### src/rtl/axi_read_arbiter.sv
// axi_read_arbiter: two-master to one-slave arbiter for the AXI read channels.
//   M0 = instruction fetch, M1 = data load. One read is in flight at a time.
//   The grant is locked from the AR handshake to the final R beat.
//
// Ports:
//   clk, rst               : single clock; synchronous active-low reset
//   mN_ar*                 : upstream AR channel from master N (N = 0, 1)
//   mN_r*                  : upstream R channel to master N
//   s_ar*                  : downstream AR; s_arid = {master index, mN_arid}
//   s_r*                   : downstream R; routed to the granted master
//   id_err                 : registered pulse, accepted beat whose upper ID
//                            bits do not match the granted master index
//
// Build option: AXI_RR_ARB_EN selects round-robin arbitration; otherwise
// fixed priority with M1 ahead of M0.
module axi_read_arbiter #(
  parameter int ID_W   = 4,
  parameter int IDS_W  = 8,
  parameter int ADDR_W = 32,
  parameter int DATA_W = 32,
  parameter int LEN_W  = 4
) (
  input  logic              clk,
  input  logic              rst,
  input  logic [ID_W-1:0]   m0_arid,
  input  logic [ADDR_W-1:0] m0_araddr,
  input  logic [LEN_W-1:0]  m0_arlen,
  input  logic [2:0]        m0_arsize,
  input  logic [1:0]        m0_arburst,
  input  logic              m0_arvalid,
  output logic              m0_arready,
  output logic [ID_W-1:0]   m0_rid,
  output logic [DATA_W-1:0] m0_rdata,
  output logic [1:0]        m0_rresp,
  output logic              m0_rlast,
  output logic              m0_rvalid,
  input  logic              m0_rready,
  input  logic [ID_W-1:0]   m1_arid,
  input  logic [ADDR_W-1:0] m1_araddr,
  input  logic [LEN_W-1:0]  m1_arlen,
  input  logic [2:0]        m1_arsize,
  input  logic [1:0]        m1_arburst,
  input  logic              m1_arvalid,
  output logic              m1_arready,
  output logic [ID_W-1:0]   m1_rid,
  output logic [DATA_W-1:0] m1_rdata,
  output logic [1:0]        m1_rresp,
  output logic              m1_rlast,
  output logic              m1_rvalid,
  input  logic              m1_rready,
  output logic [IDS_W-1:0]  s_arid,
  output logic [ADDR_W-1:0] s_araddr,
  output logic [LEN_W-1:0]  s_arlen,
  output logic [2:0]        s_arsize,
  output logic [1:0]        s_arburst,
  output logic              s_arvalid,
  input  logic              s_arready,
  input  logic [IDS_W-1:0]  s_rid,
  input  logic [DATA_W-1:0] s_rdata,
  input  logic [1:0]        s_rresp,
  input  logic              s_rlast,
  input  logic              s_rvalid,
  output logic              s_rready,
  output logic              id_err
);

  typedef enum logic [1:0] {IDLE, ADDR, DATA} state_e;

  state_e state_q, state_d;
  logic   grant_q, grant_d;
  logic   last_grant_q, last_grant_d;
  logic   id_err_q, id_err_d;
  logic   pick;
  logic   sel_arvalid;

  assign id_err = id_err_q;

  // Arbitration winner among current requesters.
  always_comb begin
`ifdef AXI_RR_ARB_EN
    if (m0_arvalid && m1_arvalid) pick = ~last_grant_q;
    else                          pick = m1_arvalid;
`else
    pick = m1_arvalid;
`endif
  end

  // Datapath muxing, driven only from registered state and grant.
  always_comb begin
    sel_arvalid = grant_q ? m1_arvalid : m0_arvalid;
    s_arid      = '0;
    s_araddr    = '0;
    s_arlen     = '0;
    s_arsize    = '0;
    s_arburst   = '0;
    s_arvalid   = 1'b0;
    s_rready    = 1'b0;
    m0_arready  = 1'b0;
    m1_arready  = 1'b0;
    m0_rvalid   = 1'b0;
    m0_rid      = '0;
    m0_rdata    = '0;
    m0_rresp    = '0;
    m0_rlast    = 1'b0;
    m1_rvalid   = 1'b0;
    m1_rid      = '0;
    m1_rdata    = '0;
    m1_rresp    = '0;
    m1_rlast    = 1'b0;
    if (state_q == ADDR) begin
      s_arvalid = sel_arvalid;
      if (grant_q) begin
        s_arid     = {(IDS_W-ID_W)'(1'b1), m1_arid};
        s_araddr   = m1_araddr;
        s_arlen    = m1_arlen;
        s_arsize   = m1_arsize;
        s_arburst  = m1_arburst;
        m1_arready = s_arready;
      end else begin
        s_arid     = {(IDS_W-ID_W)'(1'b0), m0_arid};
        s_araddr   = m0_araddr;
        s_arlen    = m0_arlen;
        s_arsize   = m0_arsize;
        s_arburst  = m0_arburst;
        m0_arready = s_arready;
      end
    end else if (state_q == DATA) begin
      if (grant_q) begin
        m1_rvalid = s_rvalid;
        m1_rid    = s_rid[ID_W-1:0];
        m1_rdata  = s_rdata;
        m1_rresp  = s_rresp;
        m1_rlast  = s_rlast;
        s_rready  = m1_rready;
      end else begin
        m0_rvalid = s_rvalid;
        m0_rid    = s_rid[ID_W-1:0];
        m0_rdata  = s_rdata;
        m0_rresp  = s_rresp;
        m0_rlast  = s_rlast;
        s_rready  = m0_rready;
      end
    end
  end

  // Next-state logic.
  always_comb begin
    state_d      = state_q;
    grant_d      = grant_q;
    last_grant_d = last_grant_q;
    id_err_d     = 1'b0;
    case (state_q)
      IDLE: begin
        if (m0_arvalid || m1_arvalid) begin
          state_d = ADDR;
          grant_d = pick;
        end
      end
      ADDR: begin
        if (sel_arvalid && s_arready) begin
          state_d      = DATA;
          last_grant_d = grant_q;
        end else if (!sel_arvalid) begin
          // Requester withdrew before the handshake: drop the grant.
          state_d = IDLE;
        end
      end
      DATA: begin
        if (s_rvalid && s_rready) begin
          id_err_d = (s_rid[IDS_W-1:ID_W] != (IDS_W-ID_W)'(grant_q));
          if (s_rlast) state_d = IDLE;
        end
      end
      default: state_d = IDLE;
    endcase
  end

  always_ff @(posedge clk) begin
    if (!rst) begin
      state_q      <= IDLE;
      grant_q      <= 1'b0;
      last_grant_q <= 1'b1;
      id_err_q     <= 1'b0;
    end else begin
      state_q      <= state_d;
      grant_q      <= grant_d;
      last_grant_q <= last_grant_d;
      id_err_q     <= id_err_d;
    end
  end

endmodule

### config.mk
export PLATFORM = sky130hd
export DESIGN_NAME = axi_read_arbiter
export DESIGN_NICKNAME = d
export VERILOG_FILES = /design/src/rtl/axi_read_arbiter.sv
export SDC_FILE = /design/constraint.sdc
export NUM_CORES = 1
export LEC_CHECK = 0
export CELL_PAD_IN_SITES_DETAIL_PLACEMENT = 1
export CELL_PAD_IN_SITES_GLOBAL_PLACEMENT = 1
export CORE_MARGIN = 5
export CORE_UTILIZATION = 10
export DETAILED_ROUTE_END_ITERATION = 8
export PLACE_DENSITY_LB_ADDON = 0.25
export SYNTH_ARGS = -nofsm -noshare
export SYNTH_HDL_FRONTEND = slang
export SYNTH_SLANG_ARGS = --single-unit
export TNS_END_PERCENT = 30
### constraint.sdc
create_clock -name clk -period 3.8 [get_ports clk]
set_input_delay 0.38 -clock clk [delete_from_list [all_inputs] [get_ports clk]]
set_output_delay 0.38 -clock clk [all_outputs]
set_load 0.1 [all_outputs]
==> results of run 1 <==
==> report_power, final <==
part           switching [W]  internal [W]
sequential        0.00000491     0.0000450
combinational       0.000517      0.000238
clock              0.0000289      0.000134
total               0.000550      0.000418
==> metrics by stage <==
step / instances / cell area, um^2
2_1_floorplan: 181 / 1280
3_3_place_gp: 606 / 3800
4_1_cts: 609 / 3870
6_report: 609 / 3870
5_1_grt: 609 / 3870
3_5_place_dp: 606 / 3800
==> logic make-up after synthesis <==
group                  count (synthesis)  synth area share, %
multiplexers                           2                 1.57
flip-flops                             4                 6.29
buffers and inverters                 23                 9.92
other                                  1                0.294
AO/OA/AOI/OAI                         51                 34.6
AND/OR/NAND/NOR                       97                 46.7
XOR/XNOR                               1                0.688
==> area by class of cell <==
class / instances / area [um^2] / area share, %
inverter: 2 / 7.51 / 0.194
timing repair buffer: 274 / 2410 / 62.2
tap: 172 / 215 / 5.55
clock buffer: 3 / 75.1 / 1.94
multi-input combinational: 154 / 1090 / 28.1
sequential: 4 / 80.1 / 2.07
==> synth_stat cells, drive strengths merged, types with 2 or more instances <==
master  count  share of area, %
and2       82                40
a22o       45                31
buf        13               7.0
clkbuf      8               2.4
nor2        8               2.9
dfxtp       4               6.3
inv         2              0.59
mux2i       2               1.6
nand2       2              0.59
nand2b      2              0.98
==> flip-flops by register name, summed over array words and instances (netlist names) <==
name / cells
state_q: 2
grant_q: 1
id_err: 1
==> critical path: stages (launching register included) <==
cell and delay [ns]:
dfxtp_1 0.55, inv_1 0.19, nor2_4 0.62, buf_4 0.34
a22o_1 0.17, buf_4 0.29
==> path summary, 6_finish.rpt <==
check | to | slack [ns] | depth (start not counted)
setup / recovery | s_araddr[24] | 1.01 | 5
hold / removal | state_q[0] | 0.49 | 1
setup reg to reg | id_err | 2.42 | 3
hold reg to reg | state_q[0] | 0.49 | 1
==> routing by layer <==
| metal | vias to the layer above | routed length, um |
|---|---|---|
| met5 | - | 0 |
| met4 | 0 | 120 |
| met3 | 6 | 1840 |
| met2 | 182 | 5100 |
| met1 | 1066 | 3330 |
| li1 | 1140 | - |
==> results by group, run 1 <==
Power and ir drop
  – Final Power: 0.000968 W
  – P_leak: 1.81 nW
  – Peak VDD IR: 0.000146 V
  – PwrDens: 250 mW/mm^2

Global routing
  – Gr usage total: 12.3%
  – Largest net degree at the start of global routing: 47
  – Met1 Usage GRT: 12.0%
  – GRT met2 Usage: 22.4%
  – First-pass GRT wire length: 14600 um
  – Antenna violations before repair: 0
  – Top Usage Layer GRT: met2
  – Total gr overflow: 0
  – Vias in the first global route: 2708
  – Met3 GRT Util: 7.28%

Setup path
  – CP Class: reg -> out
  – Critical path capture point type: output port
  – Crit. Startpoint: grant_q
  – Critical Path Source Type: flip-flop
  – Reg2Reg Launch Point: grant_q
  – Worst-path fanout max: 32
  – Worst Path Arrival: 2.41 ns
  – CP Data Required Time: 3.42 ns

Die
  – Site Rows: 41
  – Core area: 0.0126 mm^2
  – Die Width: 123 um
  – IO Count: 275
  – Die ar.: 0.0151 mm^2
  – Initial Util: 10.1%
  – Die Y: 123 um

Layout
  – Fin nets: 580
  – Fillers: 1501
  – Area Growth Syn to Fin: 204%
  – ANT cells: 0
  – Fraction of layout cells with a size suffix above 1: 32.0%
  – Fin util: 30.8%
  – Most frequent cells in the layout: clkdlybuf4s50_1 (141), buf_4 (133), and2_1 (82), a22o_1 (45)
  – Most common cell after layout, fill and taps aside: clkdlybuf4s50_1

Placed design
  – PortBufs: 271
  – Hpwl dp: 9050 um
  – RePlAce Congestion: 0.702
  – Pre-CTS WS: 1.22 ns

Clock network
  – Count of cells resized by post-cts repair: 0
  – Skew-Pair Late Insertion Delay: 0.22 ns
  – Hold buffers post-CTS: 0
  – Root Driver: clkbuf_16
  – Clock Path Buffers: 2
  – Total CTS buffers: 3
  – H-tree depth: 1
  – Clock transition at path regs: 0.03 ns
  – Clock sink count: 4
  – Number of buffers added for setup after CTS: 0
  – TritonCTS clock tree: yes

Timing
  – Final WS setup: 1.01 ns
  – Tmin final: 2.79 ns
  – Max Freq: 358 MHz
  – Slew headroom: 30.3%
  – Slew @ Worst Pin: 1.04 ns
  – Hold_ws: 0.492 ns
  – Setup TNS: 0 ns
  – Clock skew: 0.00117 ns
  – Final setup vio count: 0
  – Fin. Hold Viols: 0
  – Max-slew violation count: 0
  – RSZ-0062 raised after global routing: false
  – Crit share post-route: 73.5%

Routing
  – Initial DRC Count: 53
  – First-pass detailed-route iteration total: 3
  – Detailed-route DRC error count: 0
  – Mean routed wirelength per cell: 17.1 um
  – DR vias: 2394
  – Drt via density: 3.93
  – Final WL: 10400 um
  – Antenna Violating Nets Remaining: 0

Synthesis
  – Avg Cell Area, Syn: 7.12 um^2
  – Synth Instances: 179
  – Seq/Total Area, Yosys: 6.29%
  – Post-synth EDFFs: 0
  – Number of distinct library cells after synthesis: 24
  – Async SR Flop Fraction: 0%
  – Synthesis warning total: 0
  – Syn Std Cell Area: 0.00127 mm^2
  – FF+latch count, synth: 4
  – Synth Flop Type: dfxtp_1

Run
  – Max Cap Viol: 0

Min path
  – Worst min path class: reg -> reg
  – Worst min-delay path startpoint: state_q[1]

Status
  – Status: finished, final reports clean
(Power assumes the default switching activity.)
==> run 2: changes to the inputs <==
==> constraint.sdc (replaced) <==
create_clock -name clk -period 2.35 [get_ports clk]
set_input_delay 0.235 -clock clk [delete_from_list [all_inputs] [get_ports clk]]
set_output_delay 0.235 -clock clk [all_outputs]
set_load 0.1 [all_outputs]
==> run 2 against run 1 <==
Effect of this change:
- sequential cell count unchanged
- setup slack got worse by 0.73 ns
- first-iteration DRC count down 30%
- largest cell class unchanged
==> results by group, run 2 (same netlist as run 1, synthesis figures left out) <==
Clock network
  – TritonCTS clock tree: yes
  – Clock Path Buffers: 2
  – H-tree depth: 1
  – Skew-Pair Late Insertion Delay: 0.22 ns
  – Total CTS buffers: 3
  – Clock sink count: 4
  – Count of cells resized by post-cts repair: 0
  – Root Driver: clkbuf_16
  – Hold buffers post-CTS: 0
  – Clock transition at path regs: 0.03 ns
  – Number of buffers added for setup after CTS: 0

Global routing
  – Vias in the first global route: 2712
  – Total gr overflow: 0
  – First-pass GRT wire length: 15600 um
  – Largest net degree at the start of global routing: 41
  – Gr usage total: 13.4%
  – Antenna violations before repair: 0

Die
  – Die ar.: 0.0151 mm^2
  – Die Width: 123 um
  – Core area: 0.0126 mm^2
  – Initial Util: 10.1%
  – Site Rows: 41
  – IO Count: 275
  – Die Y: 123 um

Routing
  – Final WL: 11200 um
  – DR vias: 2445
  – Antenna Violating Nets Remaining: 0
  – DR top layer: met4
  – Met1 wire length: 3360 um
  – Detailed-route DRC error count: 0
  – Mean routed wirelength per cell: 18.4 um
  – Length of routed met3 wiring: 2270 um
  – Initial DRC Count: 37
  – Met2 WL: 5550 um
  – Drt via density: 4.00
  – First-pass detailed-route iteration total: 4

Layout
  – Most common cell after layout, fill and taps aside: clkdlybuf4s50_1
  – ANT cells: 0
  – Fillers: 1358
  – Area Growth Syn to Fin: 335%
  – Biggest register: state_q
  – Fin util: 44.1%
  – Area of the multi-input gates: 0.00109 mm^2
  – FF/Latch Area: 80.1 um^2
  – Fin nets: 582
  – Most frequent cells in the layout: clkdlybuf4s50_1 (140), buf_12 (132), and2_1 (82), a22o_1 (45)
  – Largest register FFs: 2
  – Fraction of layout cells with a size suffix above 1: 32.6%

Timing
  – Setup TNS: 0 ns
  – Tmin final: 2.07 ns
  – Max-slew violation count: 0
  – Final setup vio count: 0
  – Crit share post-route: 88.2%
  – Clock skew: 0.00199 ns
  – Fin. Hold Viols: 0
  – Max Freq: 483 MHz
  – RSZ-0062 raised after global routing: false

Setup path
  – Worst-path fanout max: 31
  – Critical path capture point type: output port
  – Critical Path Source Type: flip-flop
  – CP Class: reg -> out
  – Worst Path Arrival: 1.84 ns
  – CP Data Required Time: 2.12 ns

Placed design
  – PortBufs: 271
  – RePlAce Congestion: 0.689
  – Hpwl dp: 9960 um

Status
  – Status: finished, final reports clean

Run
  – Max Cap Viol: 0

Power and ir drop
  – Peak VDD IR: 0.000202 V
  – PwrDens: 334 mW/mm^2
  – P_leak: 2.20 nW

Min path
  – Worst min path class: reg -> reg
## run 2: cell count changes in the layout (fill, tap and decap cells not counted)
cell	delta
buf_12	+132
clkdlybuf4s50_1	-1
buf_4	-129
## run 2: path summary, 6_finish.rpt
| kind | startpoint | endpoint | slack, ns | cells past startpoint |
|---|---|---|---|---|
| setup reg to reg | grant_q | id_err | 1.03 | 4 |
| hold reg to reg | state_q[1] | state_q[0] | 0.51 | 1 |
| hold / removal | state_q[1] | state_q[0] | 0.51 | 1 |
| setup / recovery | state_q[1] | s_araddr[16] | 0.28 | 5 |
## run 2: power breakdown
group / internal [W] / switching [W] / total (W) / leakage [nW]
logic: 0.000617 / 0.000893 / 0.00151 / 2.13
registers: 0.0000727 / 0.00000376 / 0.0000765 / 0.0328
clock network: 0.000217 / 0.0000448 / 0.000262 / 0.0370
## run 2: critical path, cell delays in order, from the launching register on
cell      delay (ns)
dfxtp_1         0.33
nand2b_1        0.25
nor2_4          0.38
buf_12          0.24
a22o_1          0.22
buf_12          0.19
## run 2: final cells by class
type / count / share of cell area, %
Clock buffer: 3 / 1.36
Inverter: 2 / 0.136
Multi-Input combinational cell: 154 / 19.6
Sequential cell: 4 / 1.45
Tap cell: 172 / 3.89
Timing Repair Buffer: 276 / 73.5
## run 2: metrics by stage
step | power, W | setup WS [ns] | area, um^2 | hold slack, ns | cells
global route | 0.00191 | 0.146 | 5540 | 0.551 | 611
finish | 0.00185 | 0.278 | 5540 | 0.512 | 611
floorplan | 0.000899 | 0.139 | 1280 | 0.382 | 181
CTS | 0.00187 | 0.259 | 5540 | 0.511 | 611
detailed placement | 0.00160 | 0.510 | 5460 | 0.502 | 608
global placement | 0.00159 | 0.546 | 5460 | 0.463 | 608
## run 2: metal layers
layer	vias to the layer above	global-route usage, %
met2	184	24.4
met5	-	0
met4	0	1.33
met3	4	10.7
met1	1113	12.1
li1	1144	-
==> run 3: changes to the inputs <==
--- a/config.mk
+++ b/config.mk
@@ -7,10 +7,11 @@
 export LEC_CHECK = 0
 export CELL_PAD_IN_SITES_DETAIL_PLACEMENT = 1
 export CELL_PAD_IN_SITES_GLOBAL_PLACEMENT = 1
+export CORE_ASPECT_RATIO = 0.9
 export CORE_MARGIN = 5
 export CORE_UTILIZATION = 10
 export DETAILED_ROUTE_END_ITERATION = 8
-export PLACE_DENSITY_LB_ADDON = 0.25
+export PLACE_DENSITY = 0.95
 export SYNTH_ARGS = -nofsm -noshare
 export SYNTH_HDL_FRONTEND = slang
 export SYNTH_SLANG_ARGS = --single-unit
==> run 3 against run 2 <==
Effect of this change:
- cell area fell by 0.86%
- non-clock buffer count fell by 1
- die area barely moved
- clock skew rose by 0.0015 ns
- clock power rose by 2%
- critical endpoint is now m1_rdata[27]
==> results by group, run 3 (same netlist as run 1, synthesis figures left out) <==
Status
  – Status: finished, final reports clean

Timing
  – Max Freq: 462 MHz
  – RSZ-0062 raised after global routing: false
  – Fin. Hold Viols: 0
  – Final WS setup: 0.188 ns
  – Clock skew: 0.00348 ns
  – Max-slew violation count: 0
  – Setup TNS: 0 ns
  – Tmin final: 2.16 ns
  – Final setup vio count: 0
  – Hold_ws: 0.495 ns
  – Crit share post-route: 92.0%

Min path
  – Hold Path Stages: 1
  – Worst min path class: reg -> reg

Routing
  – Antenna Violating Nets Remaining: 0
  – Drt via density: 4.07
  – Initial DRC Count: 83
  – Detailed-route DRC error count: 0
  – Mean routed wirelength per cell: 21.0 um
  – Final WL: 12600 um
  – DR vias: 2452
  – First-pass detailed-route iteration total: 4

Global routing
  – Vias in the first global route: 2870
  – Antenna violations before repair: 0
  – Gr usage total: 15.4%
  – Total gr overflow: 0
  – Largest net degree at the start of global routing: 48
  – First-pass GRT wire length: 17800 um

Clock network
  – Root Driver: clkbuf_16
  – Hold buffers post-CTS: 0
  – Clock Path Buffers: 2
  – Clock transition at path regs: 0.03 ns
  – Clock sink count: 4
  – Total CTS buffers: 3
  – Count of cells resized by post-cts repair: 0
  – Number of buffers added for setup after CTS: 0
  – TritonCTS clock tree: yes
  – H-tree depth: 1
  – Skew-Pair Late Insertion Delay: 0.22 ns

Setup path
  – Critical path capture point type: output port
  – CP max-delay cell: dfxtp_1
  – R2R depth: 3
  – Worst Path Arrival: 1.93 ns
  – Worst-path fanout max: 40
  – Levels on crit path: 5
  – Crit path buf inv count: 3
  – Critical Path Source Type: flip-flop
  – Delay-heaviest family, CP: buffers and inverters
  – Slowest stage delay, CP: 0.57 ns
  – CP Class: reg -> out
  – CP Data Required Time: 2.12 ns
  – Critical-path cell list: inv_1 > nor2_1 > buf_4 > and2_1 > buf_12

Run
  – Max Cap Viol: 0

Layout
  – Fin area: 0.00549 mm^2
  – Most common cell after layout, fill and taps aside: clkdlybuf4s50_1
  – Fin nets: 581
  – Most frequent cells in the layout: clkdlybuf4s50_1 (140), buf_12 (130), and2_1 (82), a22o_1 (45), nor2_1 (6)
  – ANT cells: 0
  – Largest register FFs: 2
  – Fillers: 1335
  – Fraction of layout cells with a size suffix above 1: 32.0%
  – Biggest register: state_q
  – Area Growth Syn to Fin: 331%
  – Fin cells: 602

Placed design
  – RePlAce Congestion: 0.835
  – Pre-CTS WS: 0.425 ns
  – PortBufs: 271
  – Hpwl dp: 11000 um
  – Placement Cell Area: 0.00542 mm^2
  – Placed Cells: 599

Die
  – Die Y: 117 um
  – Die ar.: 0.0151 mm^2
  – Core area: 0.0126 mm^2
  – Initial Util: 10.1%
  – Die Width: 129 um
  – IO Count: 275
  – Site Rows: 39

Power and ir drop
  – P_leak: 2.19 nW
  – Peak VDD IR: 0.000188 V
  – PwrDens: 339 mW/mm^2
==> run 3: cell count changes in the layout (fill, tap and decap cells not counted) <==
cell	delta
buf_12	-2
nor2_1	+2
nor2_2	-2
buf_4	+1
==> run 3: worst paths after layout <==
path / slack [ns] / to / startpoint
max: 0.19 / m1_rdata[27] / grant_q
min: 0.50 / state_q[0] / state_q[1]
max reg2reg: 0.94 / id_err / grant_q
min reg2reg: 0.50 / state_q[0] / state_q[1]
==> run 3: layout make-up <==
type	instances	area, um^2	share of cell area, %
multi-input combinational	154	1080	19.7
sequential	4	80.1	1.46
clock buffer	3	75.1	1.37
tap	164	205	3.74
inverter	2	7.51	0.137
timing repair buffer	275	4040	73.6
==> run 3: per-stage QoR <==
step,util (%),power (W)
floorplan,-,0.000899
global placement,43.0,0.00157
detailed placement,43.0,0.00160
CTS,43.6,0.00187
global route,43.6,0.00191
finish,43.6,0.00186
==> run 3: routing by layer <==
layer | global-route usage (%) | vias up | part of all wire (%)
met1 | 16.8 | 1118 | 35
met5 | 0 | - | 0
li1 | - | 1141 | -
met2 | 27.2 | 181 | 49
met3 | 7.08 | 12 | 13
met4 | 3.71 | 0 | 1.8
==> run 3: where the power goes <==
group | internal, W | switching (W)
sequential | 0.0000727 | 0.00000868
combinational | 0.000610 | 0.000903
clock | 0.000217 | 0.0000486
total | 0.000900 | 0.000960
==> run 3: worst register-to-register path: stages, from the launching register on <==
cell and delay [ns]:
dfxtp_1 0.57, xor2_1 0.11, or4_1 0.39, and4_1 0.22
